File: config.mk
export PLATFORM = sky130hd
export DESIGN_NAME = lsu_ctrl
export DESIGN_NICKNAME = d
export VERILOG_FILES = /design/src/rtl/lsu_ctrl_pkg.sv /design/src/rtl/lsu_align.sv /design/src/rtl/lsu_ctrl.sv
export SDC_FILE = /design/constraint.sdc
export NUM_CORES = 1
export LEC_CHECK = 0
export ABC_AREA = 1
export BUFFER_PORTS_ARGS = -buffer_cell sky130_fd_sc_hd__buf_4
export CORE_UTILIZATION = 50
export CTS_CLUSTER_SIZE = 12
export DETAILED_ROUTE_END_ITERATION = 7
export PLACE_DENSITY = 0.87
export REMOVE_ABC_BUFFERS = 1
export SYNTH_ARGS = -nofsm -noshare
export SYNTH_HDL_FRONTEND = slang
export SYNTH_SLANG_ARGS = --single-unit
File: constraint.sdc
create_clock -name clk -period 2.6 [get_ports clk]
set_clock_uncertainty 0.2 [all_clocks]
set_input_delay 0.52 -clock clk [delete_from_list [all_inputs] [get_ports clk]]
set_output_delay 0.52 -clock clk [all_outputs]
set_load 0.005 [all_outputs]
File: src/rtl/lsu_ctrl_pkg.sv
// Shared constants and types for the load/store unit controller.
// Access-width encodings match the decoder's LoadStoreWidth field.
package lsu_ctrl_pkg;

  localparam int XLEN = 32;

  localparam logic [1:0] LSW_BYTE = 2'b00;
  localparam logic [1:0] LSW_HALF = 2'b01;
  localparam logic [1:0] LSW_WORD = 2'b10;

  // Everything about an accepted access that must survive until DONE.
  typedef struct packed {
    logic       is_load;
    logic       uns;
    logic [1:0] width;
    logic [1:0] addr_lo;
    logic [4:0] rd;
    logic       err;
  } lsu_req_t;

  // Width 11 is treated as an alignment fault so it shares the reject path.
  function automatic logic lsu_misaligned(input logic [1:0] width,
                                          input logic [1:0] addr_lo);
    logic bad;
    bad = 1'b0;
    case (width)
      LSW_BYTE: bad = 1'b0;
      LSW_HALF: bad = addr_lo[0];
      LSW_WORD: bad = (addr_lo != 2'b00);
      default:  bad = 1'b1;
    endcase
    return bad;
  endfunction

endpackage

File: src/rtl/lsu_align.sv
// Combinational lane logic: store replication, byte enables, load
// extraction with sign/zero extension, and the alignment check.
module lsu_align
  import lsu_ctrl_pkg::*;
(
  input  logic            is_load,
  input  logic [1:0]      width,
  input  logic [1:0]      addr_lo,
  input  logic            uns,
  input  logic [XLEN-1:0] store_data,
  input  logic [XLEN-1:0] rdata,
  output logic [XLEN-1:0] wdata,
  output logic [3:0]      byte_en,
  output logic [XLEN-1:0] load_data,
  output logic            misaligned
);

  logic [XLEN-1:0] shifted;

  always_comb begin
    wdata      = store_data;
    byte_en    = 4'b1111;
    load_data  = '0;
    shifted    = rdata >> {addr_lo, 3'b000};
    misaligned = lsu_misaligned(width, addr_lo);

    case (width)
      LSW_BYTE: begin
        wdata     = {4{store_data[7:0]}};
        byte_en   = 4'b0001 << addr_lo;
        load_data = uns ? {24'd0, shifted[7:0]} : {{24{shifted[7]}}, shifted[7:0]};
      end
      LSW_HALF: begin
        wdata     = {2{store_data[15:0]}};
        byte_en   = addr_lo[1] ? 4'b1100 : 4'b0011;
        load_data = uns ? {16'd0, shifted[15:0]} : {{16{shifted[15]}}, shifted[15:0]};
      end
      default: begin
        wdata     = store_data;
        byte_en   = 4'b1111;
        load_data = shifted;
      end
    endcase

    // Loads always fetch the whole word; lane selection happens on return.
    if (is_load) byte_en = 4'b1111;
  end

endmodule

File: src/rtl/lsu_ctrl.sv
// Load/store unit controller: one request/grant/response bus transaction
// per access, holding the pipeline busy until writeback or store completion.
module lsu_ctrl
  import lsu_ctrl_pkg::*;
(
  input  logic        clk,
  input  logic        rst,
  input  logic        i_Valid_1,
  input  logic        i_Load_1,
  input  logic        i_Store_1,
  input  logic        i_LoadUnsigned_1,
  input  logic [1:0]  i_LoadStoreWidth_2,
  input  logic [31:0] i_Addr_32,
  input  logic [31:0] i_StoreData_32,
  input  logic [4:0]  i_RdAddr_5,
  output logic        o_Busy_1,
  output logic        o_MemReq_1,
  output logic        o_MemWe_1,
  output logic [31:0] o_MemAddr_32,
  output logic [31:0] o_MemWdata_32,
  output logic [3:0]  o_MemByteEn_4,
  input  logic        i_MemGnt_1,
  input  logic        i_MemRvalid_1,
  input  logic [31:0] i_MemRdata_32,
  output logic        o_WbValid_1,
  output logic [4:0]  o_WbAddr_5,
  output logic [31:0] o_WbData_32,
  output logic        o_StoreDone_1,
  output logic        o_Misaligned_1,
  output logic [1:0]  o_DbgState_2
);

  // Bus handshake: o_MemReq_1 with address/we/wdata/byte-enable is held
  // stable until the cycle i_MemGnt_1 is high; i_MemRvalid_1 is only
  // honoured in RESP and i_MemGnt_1 only in REQ.
  typedef enum logic [1:0] {S_IDLE, S_REQ, S_RESP, S_DONE} state_e;

  state_e      state_q, state_d;
  lsu_req_t    req_q;
  logic [31:0] mem_addr_q, wdata_q, wb_data_q;
  logic [3:0]  be_q;

  logic        in_idle, accept;
  logic        al_is_load, al_uns, al_misaligned;
  logic [1:0]  al_width, al_addr_lo;
  logic [31:0] al_wdata, al_load_data;
  logic [3:0]  al_be;

  assign in_idle = (state_q == S_IDLE);
  assign accept  = in_idle & i_Valid_1 & (i_Load_1 | i_Store_1);

  // In IDLE the aligner sees the incoming access; afterwards the captured one.
  assign al_is_load = in_idle ? i_Load_1           : req_q.is_load;
  assign al_uns     = in_idle ? i_LoadUnsigned_1   : req_q.uns;
  assign al_width   = in_idle ? i_LoadStoreWidth_2 : req_q.width;
  assign al_addr_lo = in_idle ? i_Addr_32[1:0]     : req_q.addr_lo;

  lsu_align u_align (
    .is_load    (al_is_load),
    .width      (al_width),
    .addr_lo    (al_addr_lo),
    .uns        (al_uns),
    .store_data (i_StoreData_32),
    .rdata      (i_MemRdata_32),
    .wdata      (al_wdata),
    .byte_en    (al_be),
    .load_data  (al_load_data),
    .misaligned (al_misaligned)
  );

  always_comb begin
    state_d = state_q;
    case (state_q)
      S_IDLE: if (accept) state_d = al_misaligned ? S_DONE : S_REQ;
      S_REQ:  if (i_MemGnt_1) state_d = req_q.is_load ? S_RESP : S_DONE;
      S_RESP: if (i_MemRvalid_1) state_d = S_DONE;
      S_DONE: state_d = S_IDLE;
      default: state_d = S_IDLE;
    endcase
  end

  always_ff @(posedge clk) begin
    if (rst) begin
      state_q    <= S_IDLE;
      req_q      <= '0;
      mem_addr_q <= '0;
      wdata_q    <= '0;
      be_q       <= '0;
      wb_data_q  <= '0;
    end else begin
      state_q <= state_d;
      if (accept) begin
        req_q.is_load <= i_Load_1;
        req_q.uns     <= i_LoadUnsigned_1;
        req_q.width   <= i_LoadStoreWidth_2;
        req_q.addr_lo <= i_Addr_32[1:0];
        req_q.rd      <= i_RdAddr_5;
        req_q.err     <= al_misaligned;
        // A rejected access leaves the bus-facing registers untouched.
        if (!al_misaligned) begin
          mem_addr_q <= {i_Addr_32[31:2], 2'b00};
          wdata_q    <= al_wdata;
          be_q       <= al_be;
        end
      end
      if (state_q == S_RESP && i_MemRvalid_1) wb_data_q <= al_load_data;
    end
  end

  assign o_Busy_1       = ~in_idle;
  assign o_MemReq_1     = (state_q == S_REQ);
  assign o_MemWe_1      = (state_q == S_REQ) & ~req_q.is_load;
  assign o_MemAddr_32   = mem_addr_q;
  assign o_MemWdata_32  = wdata_q;
  assign o_MemByteEn_4  = be_q;
  assign o_WbValid_1    = (state_q == S_DONE) &  req_q.is_load & ~req_q.err;
  assign o_StoreDone_1  = (state_q == S_DONE) & ~req_q.is_load & ~req_q.err;
  assign o_Misaligned_1 = (state_q == S_DONE) &  req_q.err;
  assign o_WbAddr_5     = req_q.rd;
  assign o_WbData_32    = wb_data_q;
  assign o_DbgState_2   = state_q;

endmodule
==> results of run 1 <==
kinds of logic after synthesis:
family                   count (synthesis)  share of synthesized area
flip-flops                             112                      0.378
AND/OR/NAND/NOR                        498                      0.380
other                                    1                   0.000633
buffers and inverters                  156                      0.128
AO/OA/AOI/OAI                          116                      0.105
adder cells (fa/ha/maj)                  4                    0.00844
power breakdown:
group | switching (uW) | internal (uW) | total, uW
Combinational | 2800 | 1790 | 4590
Clock | 608 | 768 | 1380
Sequential | 209 | 2100 | 2300
Total | 3620 | 4650 | 8270
cell usage in the layout (no fill, tap or decap), types with 3 or more instances in the layout:
cell	count
buf_4	242
nand2_1	217
nor2_1	134
dfxtp_1	112
inv_1	89
nand3_1	68
a21oi_1	68
nand4_1	46
o21ai_0	35
nand3_2	9
o211ai_1	9
clkbuf_16	9
nand2_4	8
nand2_2	7
buf_12	6
nor2_4	3
nor2_2	3
ha_1	3
worst max path at each step:
stage	cells after the start	end
finish	11	o_WbData_32[16]
global route	13	o_WbData_32[17]
CTS	9	o_MemAddr_32[25]
detailed placement	9	o_MemAddr_32[26]
global placement	10	o_MemWdata_32[31]
floorplan	9	req_q[0]
through the flow:
| step | utilization | hold slack [ns] | setup TNS, ns | cells |
|---|---|---|---|---|
| floorplan | - | 0.251 | -117.10 | 824 |
| global placement | 0.661 | 0.249 | 0 | 1208 |
| detailed placement | 0.661 | 0.254 | 0 | 1208 |
| CTS | 0.686 | 0.191 | 0 | 1223 |
| global route | 0.692 | 0.222 | 0 | 1230 |
| finish | 0.692 | 0.199 | 0 | 1230 |
repair_timing:
action	in CTS	in global routing
hold endpoints to repair	0	0
buffers inserted	0	7
endpoints found under the setup margin	0	55
gates resized for setup	0	1
routing by layer:
| metal | wire length [microns] | vias up |
|---|---|---|
| met3 | 1750 | 41 |
| li1 | - | 3222 |
| met2 | 8390 | 317 |
| met1 | 7330 | 2922 |
| met4 | 498 | 0 |
| met5 | 0 | - |
state kept, by name (all words and copies together), names as in the netlist:
register,cells
o_MemAddr_32,30
req_q,7
o_WbAddr_5,5
o_MemByteEn_4,4
o_DbgState_2,2
o_MemWdata_32,32
o_WbData_32,32
cell type report:
cell class / instances / share of cell area
Multi-Input combinational cell: 620 / 0.371
Sequential cell: 112 / 0.282
Timing Repair Buffer: 248 / 0.244
Inverter: 92 / 0.0441
Clock buffer: 12 / 0.0310
Tap cell: 143 / 0.0225
Clock inverter: 3 / 0.00536
worst register-to-register path, stage by stage, from the launching register on:
cell and delay, ns:
dfxtp_1 0.31, inv_1 0.09, ha_2 0.30, buf_4 0.18
nand2_4 0.14, nand2_4 0.21, nor2_4 0.06, nand2_1 0.09
nand3_2 0.35, nand3_1 0.22, nand2_1 0.08, inv_1 0.06
==> results by group, run 1 <==
Status
  • Status: finished clean

Global routing
  • Met1 Track Usage GR: 0.363
  • Grt ovf: 0
  • Global Route met2 Usage: 0.468
  • Met3 Usage GRT: 0.0629
  • Initial antenna violation count: 0
  • Vias in the first global route: between 5k and 6k
  • First-pass GRT wire length: ~29000 microns
  • Most crowded layer after global routing: met2
  • Overall Global Routing Usage: 0.286
  • Largest net degree at the start of global routing: 88

Cells and area
  • Multi-input gate area: 0.00294 sq mm
  • Seq. cell area: ~0.0022 sq mm
  • # diodes: 0
  • Fin area: slightly below 0.008 sq mm
  • # fillers: 964
  • Layout cells sized above 1: 0.274
  • Area Overhead vs Synth: 33.9%
  • Final nets: 1198

STA
  • RSZ-0062 raised after global routing: no
  • Final Hold Fails: 0
  • Min cycle time layout: ~2.3 ns
  • Final worst setup slack: ~0.26 ns
  • Fmax: roughly 430 MHz
  • Pins Over Slew Limit: 0
  • Final period util: 0.900
  • Final setup vio count: 0

Clocking
  • CTS Hold Buffers Added: 0
  • CTS Buffer Depth: 2
  • Number of clock sinks: ~110
  • CTS tree: built
  • H-tree levels: 3
  • CTS Buf Count: 9
  • Later-pin clock latency in the skew report: between 0.3 and 0.4 ns
  • CTS root buf: clkbuf_16
  • Reg clk slew, reported paths: 0.07 ns

Critical path
  • Setup CP Type: reg -> reg
  • Worst EP required: approximately 2.7 ns
  • Reg-to-reg slack, setup: between 0.2 and 0.3 ns
  • CP bufs+invs: 3
  • Worst R2R Start: o_DbgState_2[1]
  • Reg2reg path depth: 11
  • CP max FO: 19
  • Crit path max-delay family: simple AND/OR/NAND/NOR gates
  • Reg2Reg Capture Point: o_WbData_32[16]
  • CP cell instances: inv_1 > ha_2 > buf_4 > nand2_4 > nand2_4 > nor2_4 > nand2_1 > nand3_2 > nand3_1 > nand2_1 > inv_1
  • Crit. End Element: flip-flop
  • Critical Path Max Stage Delay: roughly 0.35 ns
  • Startpoint types: flip-flop
  • Launch point of the worst path: o_DbgState_2[1]
  • Crit-path slowest cell: nand3_2
  • Worst path arrival time: around 2.4 ns

Pwr
  • Pleak: approximately 0.004 uW
  • Maximum VDD drop: about 0.63 mV
  • P per Cell Area: about 1000 mW/mm^2
  • Total power: a little over 8000 uW

Synthesis
  • Synth Flop Type: dfxtp_1
  • Post-synth top cells: nand2_1, nor2_1, dfxtp_1, inv_1
  • Top-area cell type share of the netlist area: 0.378
  • Yosys warnings: 0
  • Synth top area cells: dfxtp_1, nand2_1, nor2_1, a21oi_1, nand3_1
  • Gate Count Post-Synth: ~900
  • Most instantiated library cell after synthesis: nand2_1
  • Asr flop ratio synth: 0
  • Sequential element share of the synthesized area: 0.378
  • Post-synth EDFFs: 0
  • Largest area contributor in the netlist: dfxtp_1
  • Synthesized cell area: ~0.006 sq mm
  • Flop and latch count out of synthesis: roughly 110
  • Yosys cell types: 29
  • Average cell area after synthesis: approximately 6.7 sq um

Floorplan
  • Die Area: 0.0123 sq mm
  • Die span in x: 111 microns
  • IO Pins: around 220
  • Starting Density: 0.517
  • Core box area: 0.0115 sq mm
  • Height of the die: about 110 microns
  • Row count: 39

Placement
  • Setup Slack @ Placement: 0.143 ns
  • Cell Area, Placed: around 0.0076 sq mm
  • GP Congestion: about 0.89
  • IO Port Bufs: about 220
  • Post-DP HPWL: roughly 13000 microns

Run
  • Max Cap Viol: 0

Route
  • Drt pass-1 iters: 5
  • Vias post-DR: 6502
  • Final wirelength: approximately 18000 microns
  • Drt drc: 0
  • Wire length per cell: 14.6 microns
  • DRT iter0 DRCs: ~620
  • Final ANT Viol Nets: 0
  • DR vias/cell: about 5.3

Worst hold path
  • Hold depth: 3
  • Hold Path Class: in -> reg
  • Hold Path End: o_WbAddr_5[1]
  • Hold path startpoint: i_RdAddr_5[1]
No activity file was read; power rests on OpenSTA's default activity.
==> inputs of run 2 (changes only) <==
RECOVER_POWER = 25   (was unset)
==> results by group, run 2 (same netlist as run 1, synthesis figures left out) <==
Status
  • Status: finished clean

Route
  • Drt drc: 0 (unchanged)
  • Wire length per cell: 14.6 microns (-0.31%)
  • Vias post-DR: 6536 (+0.52%)
  • DR vias/cell: 5.31 (+0.52%)
  • Final ANT Viol Nets: 0 (unchanged)
  • Final wirelength: 17900 microns (-0.31%)
  • DRT iter0 DRCs: 620 (+0.81%)
  • Drt pass-1 iters: 5 (unchanged)

Cells and area
  • Commonest non-fill, non-tap cells in the layout: nand2_1, buf_4, nor2_1
  • # diodes: 0 (unchanged)
  • Multi-input gate area: 0.00294 sq mm (unchanged)
  • Layout cells sized above 1: 0.265 (-0.00920)
  • # fillers: 974 (+1.0%)
  • Area Overhead vs Synth: 33.3%
  • Seq. cell area: 0.00224 sq mm (unchanged)
  • Final nets: 1198 (unchanged)
  • Most common cell after layout, fill and taps aside: nand2_1
  • Fin area: 0.00790 sq mm (-0.47%)

Placement
  • IO Port Bufs: 221 (unchanged)
  • Post-DP HPWL: 12600 microns (unchanged)
  • Setup Slack @ Placement: 0.143 ns (unchanged)
  • Cell Area, Placed: 0.00758 sq mm (unchanged)
  • GP Congestion: 0.888 (unchanged)

Critical path
  • Crit-path slowest cell: nand3_2
  • Worst path arrival time: 2.44 ns (about the same)
  • Worst EP required: 2.70 ns (about the same)
  • Reg2reg path depth: 11 (unchanged)
  • Setup CP Type: reg -> reg
  • Critical Path Max Stage Delay: 0.35 ns (about the same)
  • Crit. End Element: flip-flop
  • Startpoint types: flip-flop
  • CP cell instances: inv_1 > ha_2 > buf_4 > nand2_4 > nand2_4 > nor2_4 > nand2_1 > nand3_2 > nand3_1 > nand2_1 > inv_1
  • CP max FO: 19 (unchanged)
  • Reg-to-reg slack, setup: 0.26 ns (about the same)

Floorplan
  • Starting Density: 0.517 (unchanged)
  • IO Pins: 224 (unchanged)
  • Core box area: 0.0115 sq mm (unchanged)
  • Height of the die: 111 microns (unchanged)
  • Die span in x: 111 microns (unchanged)
  • Row count: 39 (unchanged)
  • Die Area: 0.0123 sq mm (unchanged)

Clocking
  • Reg clk slew, reported paths: 0.07 ns (about the same)
  • Number of clock sinks: 112 (unchanged)
  • CTS Buffer Depth: 2 (unchanged)
  • Later-pin clock latency in the skew report: 0.35 ns (about the same)
  • CTS root buf: clkbuf_16
  • CTS tree: built
  • CTS Hold Buffers Added: 0 (unchanged)
  • H-tree levels: 3 (unchanged)
  • CTS Buf Count: 9 (unchanged)

Worst hold path
  • Hold Path Class: in -> reg
  • Hold depth: 3 (unchanged)

Run
  • Max Cap Viol: 0 (unchanged)

Global routing
  • Grt ovf: 0 (unchanged)
  • Overall Global Routing Usage: 0.286 (unchanged)
  • First-pass GRT wire length: 28900 microns (unchanged)
  • Largest net degree at the start of global routing: 88 (unchanged)
  • Vias in the first global route: 5897 (unchanged)
  • Initial antenna violation count: 0 (unchanged)

Pwr
  • P per Cell Area: 1040 mW/mm^2 (about the same)
  • Pleak: 0.00400 uW (-1.6%)
  • Maximum VDD drop: 0.629 mV (-0.25%)

STA
  • Final period util: 0.900 (about the same)
  • RSZ-0062 raised after global routing: no
  • Pins Over Slew Limit: 0 (unchanged)
  • Final setup vio count: 0 (unchanged)
  • Min cycle time layout: 2.34 ns (+0.00165 ns)
  • Final worst setup slack: 0.259 ns (-0.00165 ns)
  • Smallest hold slack: 0.203 ns (+0.00355 ns)
  • Fmax: 427 MHz (about the same)
  • Final Hold Fails: 0 (unchanged)
[run 2: cell count changes in the layout (fill, tap and decap cells not counted)]
| cell | before | now |
|---|---|---|
| clkbuf_1 | 2 | 12 |
| buf_4 | 242 | 187 |
| clkbuf_4 | 0 | 45 |
[run 2: through the flow]
stage	util	setup TNS, ns	total power (uW)	instances
after floorplan	-	-117.10	4930	824
after global placement	0.661	0	6680	1208
after detailed placement	0.661	0	6760	1208
after CTS	0.686	0	8160	1223
after global routing	0.689	0	8810	1230
final	0.689	0	8220	1230
[run 2: critical path: cells and delay by family, from the launching register on]
kind                     cells  cell delay [ns]
flip-flops                   1             0.31
adder cells (fa/ha/maj)      1             0.30
buffers and inverters        3             0.32
AND/OR/NAND/NOR              7             1.16
[run 2: path summary, 6_finish.rpt]
check,startpoint,endpoint
worst max-delay path,o_DbgState_2[1],o_WbData_32[29]
worst min-delay path,i_RdAddr_5[1],o_WbAddr_5[1]
worst max register to register,o_DbgState_2[1],o_WbData_32[29]
worst min register to register,o_MemAddr_32[17],o_MemAddr_32[17]
[run 2: report_power, final]
part / internal, uW / switching (uW) / leakage, uW / total, uW
combinational: 1750 / 2790 / 0.00295 / 4550
sequential: 2100 / 207 / 0.000914 / 2300
clock: 768 / 607 / 0.000139 / 1370
[run 2: final cells by class]
cell class,instances,area share
clock buffer,12,0.0312
inverter,92,0.0443
tap,143,0.0226
multi-input combinational,620,0.372
clock inverter,3,0.00538
sequential,112,0.284
timing repair buffer,248,0.240
[run 2: repair_timing]
item | in CTS | in global routing
resized for setup | 0 | 1
setup buffers | 0 | 7
setup endpoints to repair | 0 | 55
[run 2: metal layers]
layer	share of wire	up-vias	wire, microns	GRT usage
li1	-	3223	-	-
met1	0.41	2950	7390	0.363
met2	0.47	326	8410	0.468
met3	0.092	37	1650	0.0629
met4	0.026	0	465	0.122
met5	0	-	0	0
